### src/rtl/ws2812b_receiver_if.sv
// Signal bundle between a WS2812B line decoder and its consumer.
// The decoder takes the raw line and drives the decoded words and status strobes.
interface ws2812b_receiver_if;
    logic        din;
    logic [23:0] rgb_data;
    logic        rgb_valid;
    logic [7:0]  led_index;
    logic        frame_done;
    logic        pulse_err;
    logic        busy;

    modport master (
        input  din,
        output rgb_data, rgb_valid, led_index, frame_done, pulse_err, busy
    );

    modport slave (
        output din,
        input  rgb_data, rgb_valid, led_index, frame_done, pulse_err, busy
    );
endinterface

### src/rtl/ws2812b_receiver.sv
// WS2812B single-wire decoder: classifies high pulses by width, assembles GRB words,
// presents them as RGB with a per-LED index, and detects the 50 us frame gap.
module ws2812b_receiver #(
    parameter int SYS_FREQ = 12_090_000
) (
    input  logic                clk,
    input  logic                rst,
    ws2812b_receiver_if.master  bus
);

    localparam logic [15:0] T_SPLIT    = 16'((SYS_FREQ * 6)  / 10_000_000);
    localparam logic [15:0] MIN_HIGH   = 16'((SYS_FREQ * 2)  / 10_000_000);
    localparam logic [15:0] MAX_HIGH   = 16'((SYS_FREQ * 15) / 10_000_000);
    localparam logic [15:0] RESET_TIME = 16'((SYS_FREQ * 50) / 1_000_000);

    typedef enum logic [1:0] {WAIT_GAP, IDLE, HIGH, LOW} state_t;

    state_t      state, state_n;
    logic        din_meta, din_sync, din_prev;
    logic        rise, fall;
    logic [15:0] hi_cnt, lo_cnt, hi_inc, lo_inc;
    logic [4:0]  bit_cnt;
    logic [23:0] sh;
    logic        start, shift, err, frame_end;

    logic [23:0] rgb_data_q;
    logic        rgb_valid_q, frame_done_q, pulse_err_q, busy_q;
    logic [7:0]  led_index_q;

    assign rise   = din_sync & ~din_prev;
    assign fall   = ~din_sync & din_prev;
    assign hi_inc = (hi_cnt == 16'hFFFF) ? hi_cnt : hi_cnt + 16'd1;
    assign lo_inc = (lo_cnt == 16'hFFFF) ? lo_cnt : lo_cnt + 16'd1;

    // din_meta may go metastable; only din_sync and later are used.
    always_ff @(posedge clk or posedge rst) begin
        if (rst) begin
            din_meta <= 1'b0;
            din_sync <= 1'b0;
            din_prev <= 1'b0;
        end else begin
            // NOTE: non-blocking so each flop takes the previous stage's old value,
            // giving a real three-stage pipeline rather than one wire.
            din_meta <= bus.din;
            din_sync <= din_meta;
            din_prev <= din_sync;
        end
    end

    always_ff @(posedge clk or posedge rst) begin
        if (rst) state <= WAIT_GAP;
        else     state <= state_n;
    end

    always_comb begin
        // NOTE: every signal written here gets a default first, so no path can
        // leave one unassigned and infer a latch.
        state_n   = state;
        start     = 1'b0;
        shift     = 1'b0;
        err       = 1'b0;
        frame_end = 1'b0;
        case (state)
            WAIT_GAP: if (!din_sync && lo_inc >= RESET_TIME) state_n = IDLE;
            IDLE: if (rise) begin
                start   = 1'b1;
                state_n = HIGH;
            end
            HIGH: if (fall) begin
                if (hi_cnt < MIN_HIGH) begin
                    err     = 1'b1;
                    state_n = WAIT_GAP;
                end else begin
                    shift   = 1'b1;
                    state_n = LOW;
                end
            end else if (hi_inc > MAX_HIGH) begin
                err     = 1'b1;
                state_n = WAIT_GAP;
            end
            // A rise on the gap's final cycle wins: it is the next bit, not a frame end.
            LOW: if (rise) begin
                state_n = HIGH;
            end else if (lo_inc >= RESET_TIME) begin
                frame_end = 1'b1;
                state_n   = IDLE;
            end
            default: state_n = WAIT_GAP;
        endcase
    end

    always_ff @(posedge clk or posedge rst) begin
        if (rst) begin
            hi_cnt       <= '0;
            lo_cnt       <= '0;
            bit_cnt      <= '0;
            sh           <= '0;
            rgb_data_q   <= '0;
            rgb_valid_q  <= 1'b0;
            frame_done_q <= 1'b0;
            pulse_err_q  <= 1'b0;
            busy_q       <= 1'b0;
            led_index_q  <= '0;
        end else begin
            rgb_valid_q  <= 1'b0;
            frame_done_q <= 1'b0;
            pulse_err_q  <= 1'b0;

            // Counters restart on the edge that opens their pulse.
            hi_cnt <= rise ? 16'd1 : (din_sync ? hi_inc : hi_cnt);
            lo_cnt <= din_sync ? 16'd0 : (fall ? 16'd1 : lo_inc);

            if (start) busy_q <= 1'b1;

            if (shift) begin
                sh      <= {sh[22:0], hi_cnt >= T_SPLIT};
                bit_cnt <= bit_cnt + 5'd1;
            end

            // Wire order is G,R,B; present as R,G,B.
            if (bit_cnt == 5'd24) begin
                rgb_valid_q <= 1'b1;
                rgb_data_q  <= {sh[15:8], sh[23:16], sh[7:0]};
                bit_cnt     <= '0;
            end

            if (rgb_valid_q && led_index_q != 8'hFF) led_index_q <= led_index_q + 8'd1;

            if (frame_end) begin
                frame_done_q <= 1'b1;
                pulse_err_q  <= (bit_cnt != 5'd0);
            end
            if (err) pulse_err_q <= 1'b1;

            if (err || frame_end) begin
                sh          <= '0;
                bit_cnt     <= '0;
                led_index_q <= '0;
                busy_q      <= 1'b0;
            end
        end
    end

    assign bus.rgb_data   = rgb_data_q;
    assign bus.rgb_valid  = rgb_valid_q;
    assign bus.led_index  = led_index_q;
    assign bus.frame_done = frame_done_q;
    assign bus.pulse_err  = pulse_err_q;
    assign bus.busy       = busy_q;

endmodule

### src/flat_wrapper.sv
// flat-port wrapper written by rule: the top's interface ports become plain ports
module ws2812b_receiver_flat 
#(
    parameter int SYS_FREQ = 12_090_000
)
  (clk, rst, bus_din, bus_rgb_data, bus_rgb_valid, bus_led_index, bus_frame_done, bus_pulse_err, bus_busy);
  ws2812b_receiver_if bus_i ();
  input  logic clk;
  input  logic rst;
  input wire logic [$bits(bus_i.din)-1:0] bus_din;
  output wire logic [$bits(bus_i.rgb_data)-1:0] bus_rgb_data;
  output wire logic [$bits(bus_i.rgb_valid)-1:0] bus_rgb_valid;
  output wire logic [$bits(bus_i.led_index)-1:0] bus_led_index;
  output wire logic [$bits(bus_i.frame_done)-1:0] bus_frame_done;
  output wire logic [$bits(bus_i.pulse_err)-1:0] bus_pulse_err;
  output wire logic [$bits(bus_i.busy)-1:0] bus_busy;
  assign bus_i.din = bus_din;
  assign bus_rgb_data = bus_i.rgb_data;
  assign bus_rgb_valid = bus_i.rgb_valid;
  assign bus_led_index = bus_i.led_index;
  assign bus_frame_done = bus_i.frame_done;
  assign bus_pulse_err = bus_i.pulse_err;
  assign bus_busy = bus_i.busy;
  ws2812b_receiver #(.SYS_FREQ(SYS_FREQ)) u_core (.clk(clk), .rst(rst), .bus(bus_i));
endmodule
### config.mk
export PLATFORM = sky130hd
export DESIGN_NAME = ws2812b_receiver_flat
export DESIGN_NICKNAME = d
export VERILOG_FILES = /design/src/rtl/ws2812b_receiver_if.sv /design/src/rtl/ws2812b_receiver.sv /design/src/flat_wrapper.sv
export SDC_FILE = /design/constraint.sdc
export NUM_CORES = 1
export LEC_CHECK = 0
export CORE_MARGIN = 1
export CORE_UTILIZATION = 45
export CTS_BUF_LIST = sky130_fd_sc_hd__clkbuf_2
export DETAILED_ROUTE_END_ITERATION = 8
export GPL_TIMING_DRIVEN = 0
export PLACE_DENSITY_LB_ADDON = 0.08
export SLEW_MARGIN = 20
export SYNTH_ARGS = -nofsm -noshare
export SYNTH_HDL_FRONTEND = slang
export SYNTH_SLANG_ARGS = --single-unit
### constraint.sdc
create_clock -name clk -period 3.7 [get_ports clk]
set_clock_uncertainty 0.1 [all_clocks]
set_input_delay 0.37 -clock clk [delete_from_list [all_inputs] [get_ports clk]]
set_output_delay 0.37 -clock clk [all_outputs]
set_load 0.03 [all_outputs]
# --- Word level (Yosys, flattened, before mapping) ---
# Cells that the tools add are included.
totals:
  register_bits: 102
classes:
  n_reduce_logical: 12
  muxes: 39
  bitwise: 4
  n_lt_le_gt_ge: 4
  n_eq_ne: 11
  add_sub_neg: 4
op_table:
  columns: ["op", "count"]
  rows:
  - ["16-bit two-way mux", 6]
  - ["24-bit two-way mux", 2]
  - ["16-bit by 1-bit adder with 16-bit output (second input constant)", 2]
  - ["16-bit equality test (second input constant)", 2]
  - ["1-bit two-way mux", 18]
  - ["16-bit by 10-bit >= comparator with 1-bit output (second input constant)", 1]
  - ["16-bit by 3-bit >= comparator with 1-bit output (second input constant)", 1]
  - ["16-bit by 5-bit > comparator with 1-bit output (second input constant)", 1]
  - ["16-bit by 2-bit less-than comparator with 1-bit output (second input constant)", 1]
  - ["8-bit two-way mux", 2]
  - ["5-bit two-way mux", 3]
  - ["2-bit two-way mux", 7]
  - ["8-bit by 1-bit adder with 8-bit output (second input constant)", 1]
  - ["8-bit != test (second input constant)", 1]
  - ["2-bit one-hot mux with 4 select lines", 1]
  - ["2-bit nonzero test", 4]
  - ["3-bit by 1-bit != test with 1-bit output (second input constant)", 2]
  - ["5-bit by 1-bit adder with 5-bit output (second input constant)", 1]
  - ["5-bit equality test (second input constant)", 1]
  - ["5-bit nonzero test", 1]
  - ["2-bit equality test (second input constant)", 2]
  - ["2-bit by 1-bit != test with 1-bit output (second input constant)", 2]
  - ["4-bit AND reduction", 1]
  - ["3-bit nonzero test", 1]
  - ["7 further kinds", 10]

# --- Longest topological paths before layout ---
# Gate-level depths: netlist (run 1).
depth:
  word_depth: 8
  depth_mapped: 11
  depth_no_buf: 8

# --- Worst setup path after synthesis (run 1) ---
# Ideal clock, no wire load.
synth_path:
  path_type: "register to register"
  startpoint: "reg u_core.hi_cnt[0]"
  endpoint: "reg u_core.bit_cnt[4]"
  t_required_ns: 3.476
  path_stages_with_launch: 11
  setup_time_ns: 0.124
  arrival_time_ns: 2.406
  setup_slack_ns: 1.070
  period_less_slack_ns: 2.630
  cell_sequence: "dfrtp_1 > ha_1 > nand4_2 > or4_4 > mux2i_1 > and3_1 > a41oi_2 > o2bb2ai_1 > buf_6 > buf_6 > a21oi_2"
synth_between:
  elab_chain_cells: 8
  word_cells_on_any_way: 15
synth_rtl:
  columns: ["element", "line_no", "source"]
  rows:
  - ["from (decl)", "ws2812b_receiver.sv:21", "logic [15:0] hi_cnt, lo_cnt, hi_inc, lo_inc;"]
  - ["from (signal assigned)", "ws2812b_receiver.sv:110", "hi_cnt <= rise ? 16'd1 : (din_sync ? hi_inc : hi_cnt);"]
  - ["16-bit by 1-bit adder with 16-bit output / 16-bit equality test (equally long branches)", "ws2812b_receiver.sv:32", "assign hi_inc = (hi_cnt == 16'hFFFF) ? hi_cnt : hi_cnt + 16'd1;"]
  - ["16-bit two-way mux", "ws2812b_receiver.sv:32", null]
  - ["16-bit by 5-bit > comparator with 1-bit output", "ws2812b_receiver.sv:77", "end else if (hi_inc > MAX_HIGH) begin"]
  - ["1-bit two-way mux", "ws2812b_receiver.sv:77", null]
  - ["1-bit two-way mux", "ws2812b_receiver.sv:69", "HIGH: if (fall) begin"]
  - ["1-bit two-way mux", "ws2812b_receiver.sv:63", "case (state)"]
  - ["1-bit logical OR", "ws2812b_receiver.sv:135", "if (err || frame_end) begin"]
  - ["3-bit nonzero test (no line) / 5-bit two-way mux (equally long branches)", null, null]
  - ["to (signal assigned)", "ws2812b_receiver.sv:117", "bit_cnt <= bit_cnt + 5'd1;"]
  - ["to (decl)", "ws2812b_receiver.sv:22", "logic [4:0] bit_cnt;"]
# Parallel ways exist; a longest one is shown, timed or not.
# A chain may end at the register's enable or synchronous reset.

# --- Worst setup path in the final report (run 1) ---
layout_path:
  startpoint: "reg u_core.hi_cnt[0]"
  endpoint: "reg u_core.sh[2]"
layout_between:
  elab_chain_cells: 8
  word_cells_on_any_way: 15
layout_rtl:
  columns: ["element", "line_no", "source"]
  rows:
  - ["16-bit by 1-bit adder with 16-bit output / 16-bit equality test (equally long branches)", "ws2812b_receiver.sv:32", null]
  - ["16-bit two-way mux", "ws2812b_receiver.sv:32", null]
  - ["16-bit by 5-bit > comparator with 1-bit output", "ws2812b_receiver.sv:77", null]
  - ["1-bit two-way mux", "ws2812b_receiver.sv:77", null]
  - ["1-bit two-way mux", "ws2812b_receiver.sv:69", null]
  - ["1-bit two-way mux", "ws2812b_receiver.sv:63", null]
  - ["1-bit logical OR", "ws2812b_receiver.sv:135", null]
  - ["24-bit two-way mux / 2-bit nonzero test (equally long branches)", null, null]
  - ["to (signal assigned)", "ws2812b_receiver.sv:116", "sh <= {sh[22:0], hi_cnt >= T_SPLIT};"]
  - ["to (decl)", "ws2812b_receiver.sv:23", "logic [23:0] sh;"]
# Parallel ways exist; a longest one is shown, timed or not.

==> qor_table.md, run 1 <==
| Metric | Value | Unit |
|---|---|---|
| Clk Latency, worst-skew pair | 600 | ps |
| Count of flip-flops with a built-in enable after synthesis | 0 | - |
| Top cell family by delay on the critical path | simple AND/OR/NAND/NOR gates | - |
| Floorplan Core Area | 11,000 | sq um |
| Post-layout net count | 632 | - |
| Root Buffer Master | sky130_fd_sc_hd__clkbuf_2 | - |
| Share of the clock period used by the worst path after layout | 0.849 | - |
| Floorplan die height | 109 | um |
| H-Tree Level Count | 3 | - |
| F_max | 318 | MHz |
| Power Density | 305 | nW/um^2 |
| Worst slew pin tran | 673 | ps |
| Hold Crit Class | primary input to flip-flop | - |
| DRC violation count after routing | 0 | - |
| Overall overflow remaining after global route | 0 | - |
| Most used cell along the critical path | sky130_fd_sc_hd__buf_6 | - |
| Wire length of the first global-routing pass | 19.4 | mm |
| Pre-CTS worst setup slack | 597 | ps |
| Total power of the final layout | 1.79 | mW |
| Pins over their slew limit | 0 | - |
| Critical Path RT | 4130 | ps |
| Layout cells sized above 1 | 0.0954 | - |
| Number of hold-repair buffers added at the cts stage | 1 | - |
| Result of the run | finished, final reports clean | - |
| Time the worst path needs with I/O delays and setup | 3140 | ps |
| Worst Setup Slack, final | 557 | ps |
| Post-CTS sizing | 0 | - |
| Final Hold Fails | 0 | - |
| Post-synthesis register bit count | 102 | - |
| Synth unique cells | 59 | - |
| GRT Util Overall | 0.211 | - |
| Sum of buffers and inverters on the critical path | 2 | - |
| Critical Path Sink Type | flip-flop | - |
| Critical Path Slowest Stage Cell | sky130_fd_sc_hd__nor4_2 | - |
| Clock Path Buffers | 2 | - |
| Predominant post-synthesis flop cell | sky130_fd_sc_hd__dfrtp_1 | - |
| Count of endpoints failing setup in the final report | 0 | - |
| Commonest non-fill, non-tap cells in the layout | 161 x sky130_fd_sc_hd__nand2_1, 102 x sky130_fd_sc_hd__dfrtp_1, 39 x sky130_fd_sc_hd__nor2_1 | - |
| Average wire per standard cell | 14.9 | um |
| Vias per inst | 5.52 | - |
| Clock tree from TritonCTS | built | - |
| Number of top-level design ports | 39 | - |
| Seq/Total Area, Yosys | 0.495 | - |
| Antenna fix cells | 0 | - |
| Die area | 11,900 | sq um |
| Total detailed-routing wirelength | 11.4 | mm |
| Final hold slack | 103 | ps |
| Static Leakage | 2.66 | nW |
| Maximum capacitance violations | 0 | - |
| Number of instances in the synthesized netlist | 573 | - |
| Largest net degree at the start of global routing | 80 | - |
| Cells along the critical path | ha_1 > nand4_2 > nor4_2 > nand3b_1 > a311oi_1 > a41oi_2 > o2bb2ai_1 > buf_6 > buf_6 > a21oi_2 | - |
| Rows | 38 | - |
| Detailed Place HPWL | 8.00 | mm |
| Post-synthesis async set-or-reset flop share | 1.00 | - |
| Clock transition at path regs | 260 | ps |
| Die W | 109 | um |
| Post-Place Cell Area | 5740 | sq um |
| Area Growth Syn to Fin | 13.9 | % |
| Mean cell area of the mapped netlist | 9.00 | sq um |
| Starting DRT DRC Count | 153 | - |
| Effective utilization at floorplan | 0.469 | - |
| Syn Nets | 581 | - |
| Number of antenna violations at the first check in global routing | 0 | - |
| Minimum setup slack among reg-to-reg paths | 560 | ps |
| Number of global-route vias before repair | 4,058 | - |
| Worst slew margin relative to its limit | 0.548 | - |
| Stage delay of the slowest cell on the critical path | 610 | ps |
| Top fanout value on the critical path | 10 | - |
| Final core utilization | 0.535 | - |
| Arrival @ worst endpoint | 3570 | ps |
| Maximum ir drop on the vdd rail | 0.204 | mV |
| Crit start category | flip-flop | - |
| CTS sink count | 102 | - |
| Most frequent standard cell in the layout excluding fill and tap cells | sky130_fd_sc_hd__nand2_1 | - |
| Number of optimization iterations in the first detailed-route pass | 4 | - |
| Layout Cell Area excl Fill | 5870 | sq um |
| Number of clock buffers inserted by TritonCTS | 9 | - |
| Antenna viol nets, final | 0 | - |
| Final weighted congestion in routability-driven placement | 0.873 | - |
| RSZ-0062 raised after global routing | false | - |
| Synthesis warning total | 0 | - |
| Synthesized cell area | 5150 | sq um |
| Classification of the worst setup path | flip-flop to flip-flop | - |
| Via count | 4,242 | - |
| # port buffers | 38 | - |
| Number of buffers added for setup after CTS | 0 | - |
==> routing by layer <==
metal / vias up / wire, um / part of all wire / global-route usage
met3: 10 / 330 / 0.029 / 0.0508
met4: 0 / 119 / 0.010 / 0.0521
met2: 65 / 5520 / 0.48 / 0.347
met5: - / 0 / 0 / 0
met1: 2077 / 5470 / 0.48 / 0.278
li1: 2090 / - / - / -
==> area by class of cell <==
class,instances,area (sq um)
fill,1076,5110
multi-input combinational,425,2380
tap,140,175
inverter,9,38.8
clock inverter,6,70.1
buffer,37,188
clock buffer,10,50.0
timing repair buffer,40,418
sequential,102,2550
==> flip-flops by register name (all words and copies together) (netlist names), 2 cells and up <==
register,cells
u_core.bit_cnt,5
u_core.bus.led_index,8
u_core.bus.rgb_data,24
u_core.hi_cnt,16
u_core.lo_cnt,16
u_core.sh,24
u_core.state,2
==> power by group <==
part	switching [mW]	leakage (nW)	total [mW]	internal [mW]
Combinational	0.0707	1.18	0.101	0.0303
Sequential	0.0112	1.41	1.14	1.13
Clock	0.387	0.0721	0.552	0.165
Total	0.469	2.66	1.79	1.32
==> worst register-to-register path: cells and delay by family, from the launching register on <==
kind	cells	cell delay (ps)
adder cells (fa/ha/maj)	1	340
flip-flops	1	530
AND/OR/NAND/NOR	3	1040
buffers and inverters	2	370
AO/OA/AOI/OAI	4	710
==> cells in the mapped netlist, types with 5 or more instances <==
cell type                  number  area, sq um
sky130_fd_sc_hd__dfrtp_1      102         2550
sky130_fd_sc_hd__o31ai_1        7         52.6
sky130_fd_sc_hd__mux2i_1        8         80.1
sky130_fd_sc_hd__xor2_1         9         78.8
sky130_fd_sc_hd__xnor2_1        9         78.8
sky130_fd_sc_hd__nor2_1        39          146
sky130_fd_sc_hd__clkbuf_1      14         52.6
sky130_fd_sc_hd__nor3_1        13         65.1
sky130_fd_sc_hd__nand3_1       20          100
sky130_fd_sc_hd__and4_1         7         61.3
sky130_fd_sc_hd__inv_1          8         30.0
sky130_fd_sc_hd__nand4_1       14         87.6
sky130_fd_sc_hd__buf_2         14         70.1
sky130_fd_sc_hd__a31oi_1        6         37.5
sky130_fd_sc_hd__ha_1           5         62.6
sky130_fd_sc_hd__a21oi_1       34          170
sky130_fd_sc_hd__a21oi_2       10         87.6
sky130_fd_sc_hd__and3_1         7         43.8
sky130_fd_sc_hd__nand2_1      161          604
sky130_fd_sc_hd__o21ai_0       15         75.1
==> cell families after synthesis <==
group           Yosys count  share of synthesized area
compound gates          108                      0.147
xor+xnor                 18                     0.0306
fa+ha+maj                 5                     0.0121
buf+inv                  46                     0.0430
flops                   102                      0.495
mux                       8                     0.0155
simple gates            286                      0.256
==> final timing paths <==
kind,startpoint,end,cells past startpoint
max,u_core.hi_cnt[0],u_core.sh[2],10
min,bus_din,u_core.din_meta,1
max reg2reg,u_core.hi_cnt[0],u_core.sh[2],10
min reg2reg,u_core.din_meta,u_core.din_sync,0
max in group asynchronous,rst,u_core.lo_cnt[10],4
min in group asynchronous,rst,u_core.bus.rgb_data[3],3
==> through the flow <==
step / cells / setup TNS, ps
floorplan: 573 / 0
global placement: 751 / -106860
detailed placement: 752 / 0
CTS: 769 / 0
global route: 769 / 0
finish: 769 / 0
Note: power is estimated with default switching activity, not from simulation.
==> run 2: changes to the inputs <==
==> constraint.sdc (replaced) <==
create_clock -name clk -period 3.3 [get_ports clk]
set_clock_uncertainty 0.1 [all_clocks]
set_input_delay 0.33 -clock clk [delete_from_list [all_inputs] [get_ports clk]]
set_output_delay 0.33 -clock clk [all_outputs]
set_load 0.03 [all_outputs]
==> run 2 against run 1 <==
Effect of this change: global-route usage unchanged; fmax grew 3.2%; combinational power rose by 13%; count of clock-buffer cells in the layout did not move; final cell count grew 0.13%; die area is the same; clock power up 13%; non-clock buffer count rose by 1; critical path depth unchanged; first-iteration DRC count grew 14%; routed wire length rose by 0.54%; setup slack lost 300 ps; largest power group unchanged.
==> qor_table.md, run 2 (synthesis gave the netlist of run 1 again) <==
| Metric | Value | Unit | vs previous |
|---|---|---|---|
| Result of the run | finished, final reports clean | - |  |
| Post-layout net count | 633 | - | +0.16% |
| Number of global-route vias before repair | 4,058 | - | unchanged |
| Largest net degree at the start of global routing | 80 | - | unchanged |
| DRC violation count after routing | 0 | - | unchanged |
| Share of the clock period used by the worst path after layout | 0.923 | - | +0.0734 |
| DP Cell Count | 752 | - | unchanged |
| Met1 Wirelength | 5.49 | mm | +0.37% |
| Number of optimization iterations in the first detailed-route pass | 4 | - | unchanged |
| Post-Place Cell Area | 5740 | sq um | unchanged |
| CTS sink count | 102 | - | unchanged |
| Start point of the critical path | u_core.hi_cnt[0] | - |  |
| Pre-CTS worst setup slack | 197 | ps | -400 ps |
| Setup_tns | 0 | ps | unchanged |
| Layout Cell Area excl Fill | 5890 | sq um | +0.32% |
| H-Tree Level Count | 3 | - | unchanged |
| GRT Util Overall | 0.211 | - | unchanged |
| Die area | 11,900 | sq um | unchanged |
| Classification of the worst setup path | flip-flop to flip-flop | - |  |
| Power Density | 341 | nW/um^2 | +12% |
| RSZ-0062 raised after global routing | false | - |  |
| Most frequent standard cell in the layout excluding fill and tap cells | sky130_fd_sc_hd__nand2_1 | - |  |
| Crit start category | flip-flop | - |  |
| Floorplan die height | 109 | um | unchanged |
| Final core utilization | 0.536 | - | +0.00171 |
| Length of routed met3 wiring | 365 | um | +11% |
| Overall overflow remaining after global route | 0 | - | unchanged |
| Antenna fix cells | 0 | - | unchanged |
| Clock transition at path regs | 260 | ps | about the same |
| Average wire per standard cell | 14.9 | um | +0.41% |
| Die W | 109 | um | unchanged |
| Number of antenna violations at the first check in global routing | 0 | - | unchanged |
| F_max | 328 | MHz | +3.2% |
| Reg2Reg Depth | 10 | - | unchanged |
| Wire length on met2 | 5.54 | mm | +0.31% |
| Rows | 38 | - | unchanged |
| # port buffers | 38 | - | unchanged |
| Vias per inst | 5.51 | - | about the same |
| Starting DRT DRC Count | 174 | - | +14% |
| Floorplan Core Area | 11,000 | sq um | unchanged |
| Count of endpoints failing setup in the final report | 0 | - | unchanged |
| Worst slew margin relative to its limit | 0.550 | - | +0.00199 |
| Antenna viol nets, final | 0 | - | unchanged |
| Hold Crit Class | flip-flop to flip-flop | - |  |
| Number of clock buffers inserted by TritonCTS | 9 | - | unchanged |
| Via count | 4,244 | - | +0.047% |
| Effective utilization at floorplan | 0.469 | - | unchanged |
| Total detailed-routing wirelength | 11.5 | mm | +0.54% |
| Number of top-level design ports | 39 | - | unchanged |
| Area Growth Syn to Fin | 14.3 | % |  |
| Top routing layer used | met4 | - |  |
| Clock Path Buffers | 2 | - | unchanged |
| Worst Setup Slack, final | 255 | ps | -302 ps |
| Critical Path Sink Type | flip-flop | - |  |
| Layout cells sized above 1 | 0.0952 | - | -0.000151 |
| Detailed Place HPWL | 8.00 | mm | unchanged |
| Clock tree from TritonCTS | built | - |  |
| Commonest non-fill, non-tap cells in the layout | 161 x sky130_fd_sc_hd__nand2_1, 102 x sky130_fd_sc_hd__dfrtp_1, 39 x sky130_fd_sc_hd__nor2_1 | - |  |
| Worst Hold Launch | u_core.din_meta | - |  |
| Final hold slack | 291 | ps | +188 ps |
| Capturing element of the worst setup path | u_core.sh[2] | - |  |
| Critical Path RT | 3740 | ps | -390 ps |
| Final weighted congestion in routability-driven placement | 0.873 | - | unchanged |
| Worst flop-to-flop path startpoint | u_core.hi_cnt[0] | - |  |
| Pins over their slew limit | 0 | - | unchanged |
| Wire length of the first global-routing pass | 19.4 | mm | unchanged |
| Capture point of the worst reg-to-reg path | u_core.sh[2] | - |  |
| Arrival @ worst endpoint | 3490 | ps | -80 ps |
| Final Hold Fails | 0 | - | unchanged |
| Minimum setup slack among reg-to-reg paths | 250 | ps | -300 ps |
| Non-filler instance count after layout | 770 | - | +0.13% |
| Maximum capacitance violations | 0 | - | unchanged |
| Worst slew pin tran | 670 | ps | -2.97 ps |
| Time the worst path needs with I/O delays and setup | 3050 | ps | -97.5 ps |
| Top fanout value on the critical path | 10 | - | unchanged |
| Clk Latency, worst-skew pair | 610 | ps | about the same |
| Root Buffer Master | sky130_fd_sc_hd__clkbuf_2 | - |  |
| Total power of the final layout | 2.01 | mW | +12% |
| Maximum ir drop on the vdd rail | 0.229 | mV | +12% |
| Static Leakage | 2.68 | nW | +0.79% |
run 2: cell count changes in the layout (fill, tap and decap cells not counted):
cell,change
sky130_fd_sc_hd__nor4_4,+1
sky130_fd_sc_hd__dlygate4sd3_1,+1
sky130_fd_sc_hd__nor4_2,-1
run 2: critical path: stages, from the launching register on:
cell                        delay [ps]
sky130_fd_sc_hd__dfrtp_1           530
sky130_fd_sc_hd__ha_1              340
sky130_fd_sc_hd__nand4_2           240
sky130_fd_sc_hd__nor4_4            500
sky130_fd_sc_hd__nand3b_1          190
sky130_fd_sc_hd__a311oi_1          160
sky130_fd_sc_hd__a41oi_2           320
sky130_fd_sc_hd__o2bb2ai_1         190
sky130_fd_sc_hd__buf_6             190
sky130_fd_sc_hd__buf_6             180
sky130_fd_sc_hd__a21oi_2            50
run 2: routing by layer:
layer / global-route usage / vias up
met1: 0.278 / 2070
met4: 0.0521 / 0
li1: - / 2090
met3: 0.0508 / 8
met5: 0 / -
met2: 0.347 / 76
run 2: where the power goes:
group / leakage [nW] / switching [mW] / internal, mW
Combinational: 1.20 / 0.0795 / 0.0347
Sequential: 1.41 / 0.0125 / 1.26
Clock: 0.0721 / 0.436 / 0.185
Total: 2.68 / 0.528 / 1.48
run 2: worst min-delay path by stage:
| stage | endpoint | depth (start not counted) |
|---|---|---|
| after global placement | u_core.din_sync | 0 |
| after floorplan | u_core.din_sync | 0 |
| final | u_core.din_sync | 0 |
| after CTS | u_core.din_sync | 0 |
| after global routing | u_core.din_sync | 0 |
| after detailed placement | u_core.din_sync | 0 |
run 2: cell type report:
type	instances	area [sq um]
clock inverter	6	70.1
sequential	102	2550
buffer	37	188
fill	1074	5090
clock buffer	10	50.0
inverter	9	38.8
multi-input combinational	425	2390
timing repair buffer	41	428
tap	140	175
run 2: repair_timing:
action	4_1_cts	5_1_grt
buffers inserted	0	0
endpoints found under the setup margin	0	6
hold buffers	2	0
endpoints found under the hold margin	24	0
gates resized for setup	0	1
